`config.mk`:
```
export PLATFORM = sky130hd
export DESIGN_NAME = alu_cmd_issuer
export DESIGN_NICKNAME = d
export VERILOG_FILES = /design/src/rtl/alu_cmd_issuer.sv
export SDC_FILE = /design/constraint.sdc
export NUM_CORES = 1
export LEC_CHECK = 0
export CAP_MARGIN = 20
export CORE_ASPECT_RATIO = 2
export CORE_UTILIZATION = 40
export DETAILED_ROUTE_END_ITERATION = 8
export GPL_ROUTABILITY_DRIVEN = 0
export GPL_TIMING_DRIVEN = 0
export PLACE_DENSITY = 0.61
export SLEW_MARGIN = 15
export SYNTH_ARGS = -nofsm -noshare
export SYNTH_HDL_FRONTEND = slang
export SYNTH_SLANG_ARGS = --single-unit
```
`constraint.sdc`:
```
create_clock -name clk -period 4.5 [get_ports clk]
set_input_delay 0.9 -clock clk [delete_from_list [all_inputs] [get_ports clk]]
set_output_delay 0.9 -clock clk [all_outputs]
set_load 0.005 [all_outputs]
```
`src/rtl/alu_cmd_issuer.sv`:
```
// alu_cmd_issuer: command FIFO + sequencer in front of a registered 8-bit ALU.
// Commands are queued, issued one at a time to the ALU, and their results are
// returned in order with the caller's tag.
// Optional build macro: ALU_DIV0_FLAG_EN (flags divide-by-zero on op 3).
module alu_cmd_issuer #(
    parameter int unsigned DEPTH = 4,
    parameter int unsigned LAT   = 1,
    parameter int unsigned TAG_W = 4
) (
    input  logic             clk,
    input  logic             rst_n,
    input  logic             cmd_valid,
    output logic             cmd_ready,
    input  logic [7:0]       cmd_a,
    input  logic [7:0]       cmd_b,
    input  logic [2:0]       cmd_op,
    input  logic [TAG_W-1:0] cmd_tag,
    output logic [7:0]       alu_a,
    output logic [7:0]       alu_b,
    output logic [2:0]       alu_op,
    input  logic [7:0]       alu_out,
    output logic             rsp_valid,
    input  logic             rsp_ready,
    output logic [7:0]       rsp_result,
    output logic [TAG_W-1:0] rsp_tag,
    output logic             rsp_err,
    output logic             busy
);

    localparam int unsigned AW = $clog2(DEPTH);
    localparam int unsigned CW = $clog2(LAT + 1);
    localparam int unsigned EW = 19 + TAG_W;

    typedef enum logic [1:0] {StIdle, StWait, StHold} state_e;

    logic [EW-1:0]    mem_q [DEPTH];
    logic [AW:0]      wr_ptr_q, wr_ptr_d, rd_ptr_q, rd_ptr_d;
    state_e           state_q, state_d;
    logic [CW-1:0]    cnt_q, cnt_d;
    logic [7:0]       alu_a_q, alu_a_d, alu_b_q, alu_b_d;
    logic [2:0]       alu_op_q, alu_op_d;
    logic [TAG_W-1:0] tag_q, tag_d;
    logic             rsp_valid_q, rsp_valid_d;
    logic [7:0]       rsp_result_q, rsp_result_d;
    logic [TAG_W-1:0] rsp_tag_q, rsp_tag_d;
    logic             rsp_err_q, rsp_err_d;

    logic             full, empty, push, pop;
    logic [7:0]       head_a, head_b;
    logic [2:0]       head_op;
    logic [TAG_W-1:0] head_tag;

    // Extra pointer MSB distinguishes full from empty when the index bits match.
    assign empty = (wr_ptr_q == rd_ptr_q);
    assign full  = (wr_ptr_q[AW] != rd_ptr_q[AW]) &&
                   (wr_ptr_q[AW-1:0] == rd_ptr_q[AW-1:0]);
    assign push  = cmd_valid && !full;
    assign pop   = (state_q == StIdle) && !empty;
    assign {head_a, head_b, head_op, head_tag} = mem_q[rd_ptr_q[AW-1:0]];

    // FIFO storage; pointers guard validity so the array needs no reset.
    always_ff @(posedge clk) begin
        if (push) begin
            mem_q[wr_ptr_q[AW-1:0]] <= {cmd_a, cmd_b, cmd_op, cmd_tag};
        end
    end

    // Next-state for FIFO pointers, sequencer and response registers.
    always_comb begin
        wr_ptr_d     = wr_ptr_q + (AW + 1)'(push);
        rd_ptr_d     = rd_ptr_q + (AW + 1)'(pop);
        state_d      = state_q;
        cnt_d        = cnt_q;
        alu_a_d      = alu_a_q;
        alu_b_d      = alu_b_q;
        alu_op_d     = alu_op_q;
        tag_d        = tag_q;
        rsp_valid_d  = rsp_valid_q;
        rsp_result_d = rsp_result_q;
        rsp_tag_d    = rsp_tag_q;
        rsp_err_d    = rsp_err_q;
        unique case (state_q)
            StIdle: begin
                if (!empty) begin
                    alu_a_d  = head_a;
                    alu_b_d  = head_b;
                    alu_op_d = head_op;
                    tag_d    = head_tag;
                    cnt_d    = CW'(LAT);
                    state_d  = StWait;
                end
            end
            StWait: begin
                if (cnt_q == '0) begin
                    rsp_valid_d  = 1'b1;
                    rsp_result_d = alu_out;
                    rsp_tag_d    = tag_q;
                    rsp_err_d    = 1'b0;
`ifdef ALU_DIV0_FLAG_EN
                    // alu_* are held through WAIT, so they still describe this op.
                    if (alu_op_q == 3'd3 && alu_b_q == 8'h00) begin
                        rsp_result_d = 8'hFF;
                        rsp_err_d    = 1'b1;
                    end
`endif
                    state_d = StHold;
                end else begin
                    cnt_d = cnt_q - 1'b1;
                end
            end
            StHold: begin
                if (rsp_ready) begin
                    rsp_valid_d = 1'b0;
                    state_d     = StIdle;
                end
            end
            default: state_d = StIdle;
        endcase
    end

    // State register with synchronous active-low reset.
    always_ff @(posedge clk) begin
        if (!rst_n) begin
            wr_ptr_q     <= '0;
            rd_ptr_q     <= '0;
            state_q      <= StIdle;
            cnt_q        <= '0;
            alu_a_q      <= '0;
            alu_b_q      <= '0;
            alu_op_q     <= '0;
            tag_q        <= '0;
            rsp_valid_q  <= 1'b0;
            rsp_result_q <= '0;
            rsp_tag_q    <= '0;
            rsp_err_q    <= 1'b0;
        end else begin
            wr_ptr_q     <= wr_ptr_d;
            rd_ptr_q     <= rd_ptr_d;
            state_q      <= state_d;
            cnt_q        <= cnt_d;
            alu_a_q      <= alu_a_d;
            alu_b_q      <= alu_b_d;
            alu_op_q     <= alu_op_d;
            tag_q        <= tag_d;
            rsp_valid_q  <= rsp_valid_d;
            rsp_result_q <= rsp_result_d;
            rsp_tag_q    <= rsp_tag_d;
            rsp_err_q    <= rsp_err_d;
        end
    end

    assign cmd_ready  = !full;
    assign alu_a      = alu_a_q;
    assign alu_b      = alu_b_q;
    assign alu_op     = alu_op_q;
    assign rsp_valid  = rsp_valid_q;
    assign rsp_result = rsp_result_q;
    assign rsp_tag    = rsp_tag_q;
    assign rsp_err    = rsp_err_q;
    assign busy       = (state_q != StIdle) || !empty;

endmodule

```
======== Word level (Yosys, flattened, before mapping) ========
Memory sizes are Yosys's and may differ from the RTL's. A register that Yosys moved wholly into a read port is not among the register bits.
Index checks and enable logic that the tools add are counted.
storage, ports and cells
  flip-flop bits (word level) ............. 22
  memory bits (writable) .................. 92
  input bits .............................. 35
  output and inout port bits .............. 35
  word-level logic and storage cells ...... 49
  memories ................................ 1
memory list
  name   words  bits a word  rd ports  clocked after Yosys merged registers in  write ports  RTL line  source
  mem_q  4      23           1         1                                        1            36        logic [EW-1:0] mem_q [DEPTH];
operators by class
  $add $sub $neg .......................... 3
  equal/unequal tests ..................... 8
  mux-type cells .......................... 12
  bitwise logic cells ..................... 2
  reductions and logical operators ........ 16
operator list
  kind                   number
  $add A3 B1 Y3          2
  $mux W1                6
  $mux W2                3
  $ne A2 B2 Y1 const B   3
  $pmux W2 S3            1
  $reduce_and A2 Y1      3
  $reduce_and A3 Y1      2
  $reduce_bool A2 Y1     3
  $pmux W1 S2            2
  $eq A3 B3 Y1           1
  $logic_and A1 B1 Y1    3
  $logic_not A1 Y1       3
  $eq A2 B1 Y1 const B   1
  $eq A2 B2 Y1           1
  $eq A2 B2 Y1 const B   1
  $logic_not A2 Y1       1
  $not A1 Y1             2
  $logic_or A1 B1 Y1     1
  $ne A1 B1 Y1           1
  $sub A1 B1 Y1 const B  1

======== Longest topological paths before layout ========
  depth after elaboration ................. 6
  mapped depth ............................ 9
  depth with buffers taken out ............ 7

======== Worst setup path after synthesis ========
No wires, ideal clock.
  path kind ............................... input -> register
  start point ............................. input port cmd_valid
  end point ............................... memory mem_q[2][0] (netlist name) (enable)
  setup time .............................. 437 ps
  arrival ................................. 2779 ps
  data required time ...................... 4063 ps
  path slack .............................. 1284 ps
  cell stages on the path ................. 2
  path buffers ............................ 0
  cells stage by stage .................... o31ai_1 -> nor3b_1
on the way
  cells in the longest elaborated chain, start to end .. 3
ends and longest elaborated chain
  element                        RTL line  source
  start, declared                12        input logic cmd_valid,
  $logic_and A1 B1 Y1            57        assign push = cmd_valid && !full;
  $mux W1                        63        if (push) begin
  $mux W1 (not written as such)  64        mem_q[wr_ptr_q[AW-1:0]] <= {cmd_a, cmd_b, cmd_op, cmd_tag};
  end, declared                  36
No other way between the ends.

======== Worst setup path after layout ========
  start point ............................. register wr_ptr_q[1]
  end point ............................... output port cmd_ready
on the way
  cells in the longest elaborated chain, start to end .. 3
ends and longest elaborated chain
  element                 RTL line  source
  start, declared         37        logic [AW:0] wr_ptr_q, wr_ptr_d, rd_ptr_q, rd_ptr_d;
  start signal, assigned  137       wr_ptr_q <= wr_ptr_d;
  $eq A2 B2 Y1            56        (wr_ptr_q[AW-1:0] == rd_ptr_q[AW-1:0]);
  $logic_and A1 B1 Y1     55        assign full = (wr_ptr_q[AW] != rd_ptr_q[AW]) &&
  $logic_not A1 Y1        152       assign cmd_ready = !full;
  end, declared           13        output logic cmd_ready,
No other way between the ends.

==> metrics.cfg <==
[drt]
drtPass1Iterations = 4
first_iter_violations = 87
drcViolationCount = 0
wirelength_mm = 9.766
wire_per_inst_um = 16.61
vias = 2873
antenna_left = 0
viasPerCell = 4.886

[pwr]
worst_ir_drop_vdd_mv = 0.3929
power_frac_seq_pct = 40.7
p_clk_share_pct = 35.2
internal_power_uw = 2935
switching_share_pct = 26.12
power_switching_uw = 1037
leakagePower_uw = 0.002432
p_comb_share_pct = 24.2
powerDensity_mw_per_mm2 = 585.1
power_uw = 3973

[floorplan]
core_mm2 = 0.01263
initial_core_util_pct = 41.40
dieWidth_um = 82.84
num_rows = 58
die-area_mm2 = 0.01356
ios = 70
fp.dieH_um = 163.7

[grt]
grt_pass1_wl_mm = 15.66
grt_remaining_overflow = 0
grt_use_total_pct = 15.55
grt_max_degree = 24
antenna_found_initial = 0
grt_pass1_vias = 3116

[yosys]
synthFlopType = edfxtp_1
postSynth.asyncResetShare_pct = 0
synth_cells = 330
yosysTopAreaCell = edfxtp_1
syn_nets = 369
ys_warn_count = 0
ys_seq_area_share_pct = 70.08
syn-cell-area_mm2 = 0.005228
ys_top_cells_by_area = edfxtp_1 53%, dfxtp_1 17%, mux4_2 9.9%
synth_cell_types = 33
syn_area_per_cell_um2 = 15.84
synth_edf_count = 92
ys_ff_latch = 137
synth_top_area_share_pct = 52.85

[clocking]
cts.clk_slew.worst_paths_ns = 0.06
root_buffer = clkbuf_16
h-tree-depth = 4
insertion_delay_ns = 0.41
cts_buffer_depth = 2
cts_tree = built
ctsResizeCount = 0
cts_hold_buf = 0
cts_buffers = 17
cts_setup_buffers = 0
cts.sinks = 137

[placement]
post-dp-hpwl_mm = 6.739
place_inst = 556
numPortBuffers = 67

[cells_and_area]
area_growth_pct = 29.87
finalCoreUtilization_pct = 53.77
fillers = 1058
drive_above_1_share_pct = 17.81
multi_input_area_mm2 = 0.001444
final_nets = 464
seqCellArea_mm2 = 0.003664
n_antenna_cell = 0
final_cell_count_no_fill = 588

[timing]
tightestPinTransition_ns = 0.7178
finalHoldViolations = 0
slew-limit-headroom_pct = 51.73
final-setup-viol-count = 0
min_period_ns = 2.821
fin_skew_ns = 0.007567
timing.hold.ws_ns = 0.4569
slew_viol_final = 0
period_share_pct = 62.68
setup_tns_ns = 0
max_freq_mhz = 354.5
rsz0062_at_grt = no

[worst_hold_path]
hp-start = tag_q[3]$_SDFFE_PN0P_
min_path_type = flip-flop to flip-flop

[critical_path]
required_ns = 3.60
cp.arrival_ns = 1.92
path_class = flip-flop to primary output
end_kind = primary output
cp-start-kind = flip-flop
cp_max_fo = 6
rr_startpoint = wr_ptr_q[1]$_SDFF_PN0_
cp-startpoint = wr_ptr_q[1]$_SDFF_PN0_

[flow_run]
drv_cap = 0

[status]
status = complete, no violations

through the flow:
| stage | cell area [µm²] | worst slack, ns |
|---|---|---|
| detailed placement | 6188 | 1.705 |
| CTS | 6789 | 1.659 |
| finish | 6789 | 1.679 |
| global route | 6789 | 1.606 |
| floorplan | 5228 | 1.284 |
| global placement | 6086 | -0.7225 |
sequential cells by signal (all words and copies together), names as in the netlist:
name / flops
mem_q: 92
alu_a: 8
alu_b: 8
rsp_result: 8
rsp_tag: 4
tag_q: 4
alu_op: 3
rd_ptr_q: 3
wr_ptr_q: 3
state_q: 2
cnt_q: 1
rsp_valid: 1
worst paths after layout:
check                      endpoint  cells after the start  slack (ns)
max                       cmd_ready                      3        1.68
min           tag_q[3]$_SDFFE_PN0P_                      2        0.46
max reg2reg  mem_q[1][14]$_DFFE_PP_                      6        2.20
min reg2reg   tag_q[3]$_SDFFE_PN0P_                      2        0.46
cells by family after synthesis:
group | count (synthesis) | synth area share (%)
DFF | 137 | 70.08
and+or+nand+nor | 90 | 7.325
muxes | 46 | 14.31
buffers and inverters | 24 | 2.609
AOI/OAI and AO/OA | 22 | 3.135
xor gates and xnor gates | 6 | 1.508
adders and majority gates | 4 | 0.9574
other | 1 | 0.07174
final cells by class:
class | instances | share of cell area, %
clock inverter | 15 | 2.580
tap | 150 | 2.764
sequential | 137 | 53.96
multi-input combinational | 169 | 21.27
timing repair buffer | 76 | 11.15
inverter | 6 | 0.3317
clock buffer | 17 | 6.266
buffer | 18 | 1.677
cells in the final DEF (no fill, tap or decap), types with 3 or more instances in the layout:
master,n
and2_1,6
clkinvlp_4,5
dfxtp_1,45
mux2i_1,23
a21oi_1,5
ha_1,4
nand2_1,71
buf_6,6
clkdlybuf4s50_1,67
a21boi_0,12
buf_4,8
clkbuf_16,17
clkbuf_1,10
mux4_2,23
inv_1,6
edfxtp_1,92
xor2_1,3
bufinv_16,3
worst max-delay path: stages, from the launching register on:
cell and delay [ns]:
dfxtp_1 0.53, xor2_4 0.15, or3_1 0.38, clkdlybuf4s50_1 0.45
synth_stat cells, types with 2 or more instances:
cell type / count
clkbuf_1: 10
dfxtp_1: 45
edfxtp_1: 92
nor3b_1: 3
a21boi_0: 12
mux4_2: 23
nor2_1: 2
xor2_1: 3
and2_1: 6
buf_4: 4
buf_8: 2
a21oi_1: 5
o31ai_1: 2
mux2i_1: 23
inv_1: 6
nand2_1: 71
ha_1: 4
nor3_1: 2
layer usage:
| layer | part of all wire [%] | global-route usage, % |
|---|---|---|
| met5 | 0 | 0 |
| met4 | 2.5 | 7.210 |
| met3 | 3.8 | 4.952 |
| met2 | 55 | 28.50 |
| met1 | 38 | 15.87 |
power groups by stage:
| stage | clock, µW | combinational (µW) | sequential, µW |
|---|---|---|---|
| 6_report | 1400 | 960 | 1620 |
| 3_3_place_gp | 0 | 956 | 1640 |
| 3_5_place_dp | 0 | 979 | 1640 |
| 4_1_cts | 1420 | 983 | 1620 |
| 5_1_grt | 1470 | 1040 | 1640 |
| 2_1_floorplan | 0 | 590 | 1630 |
Note: power is estimated with default switching activity, not from simulation.
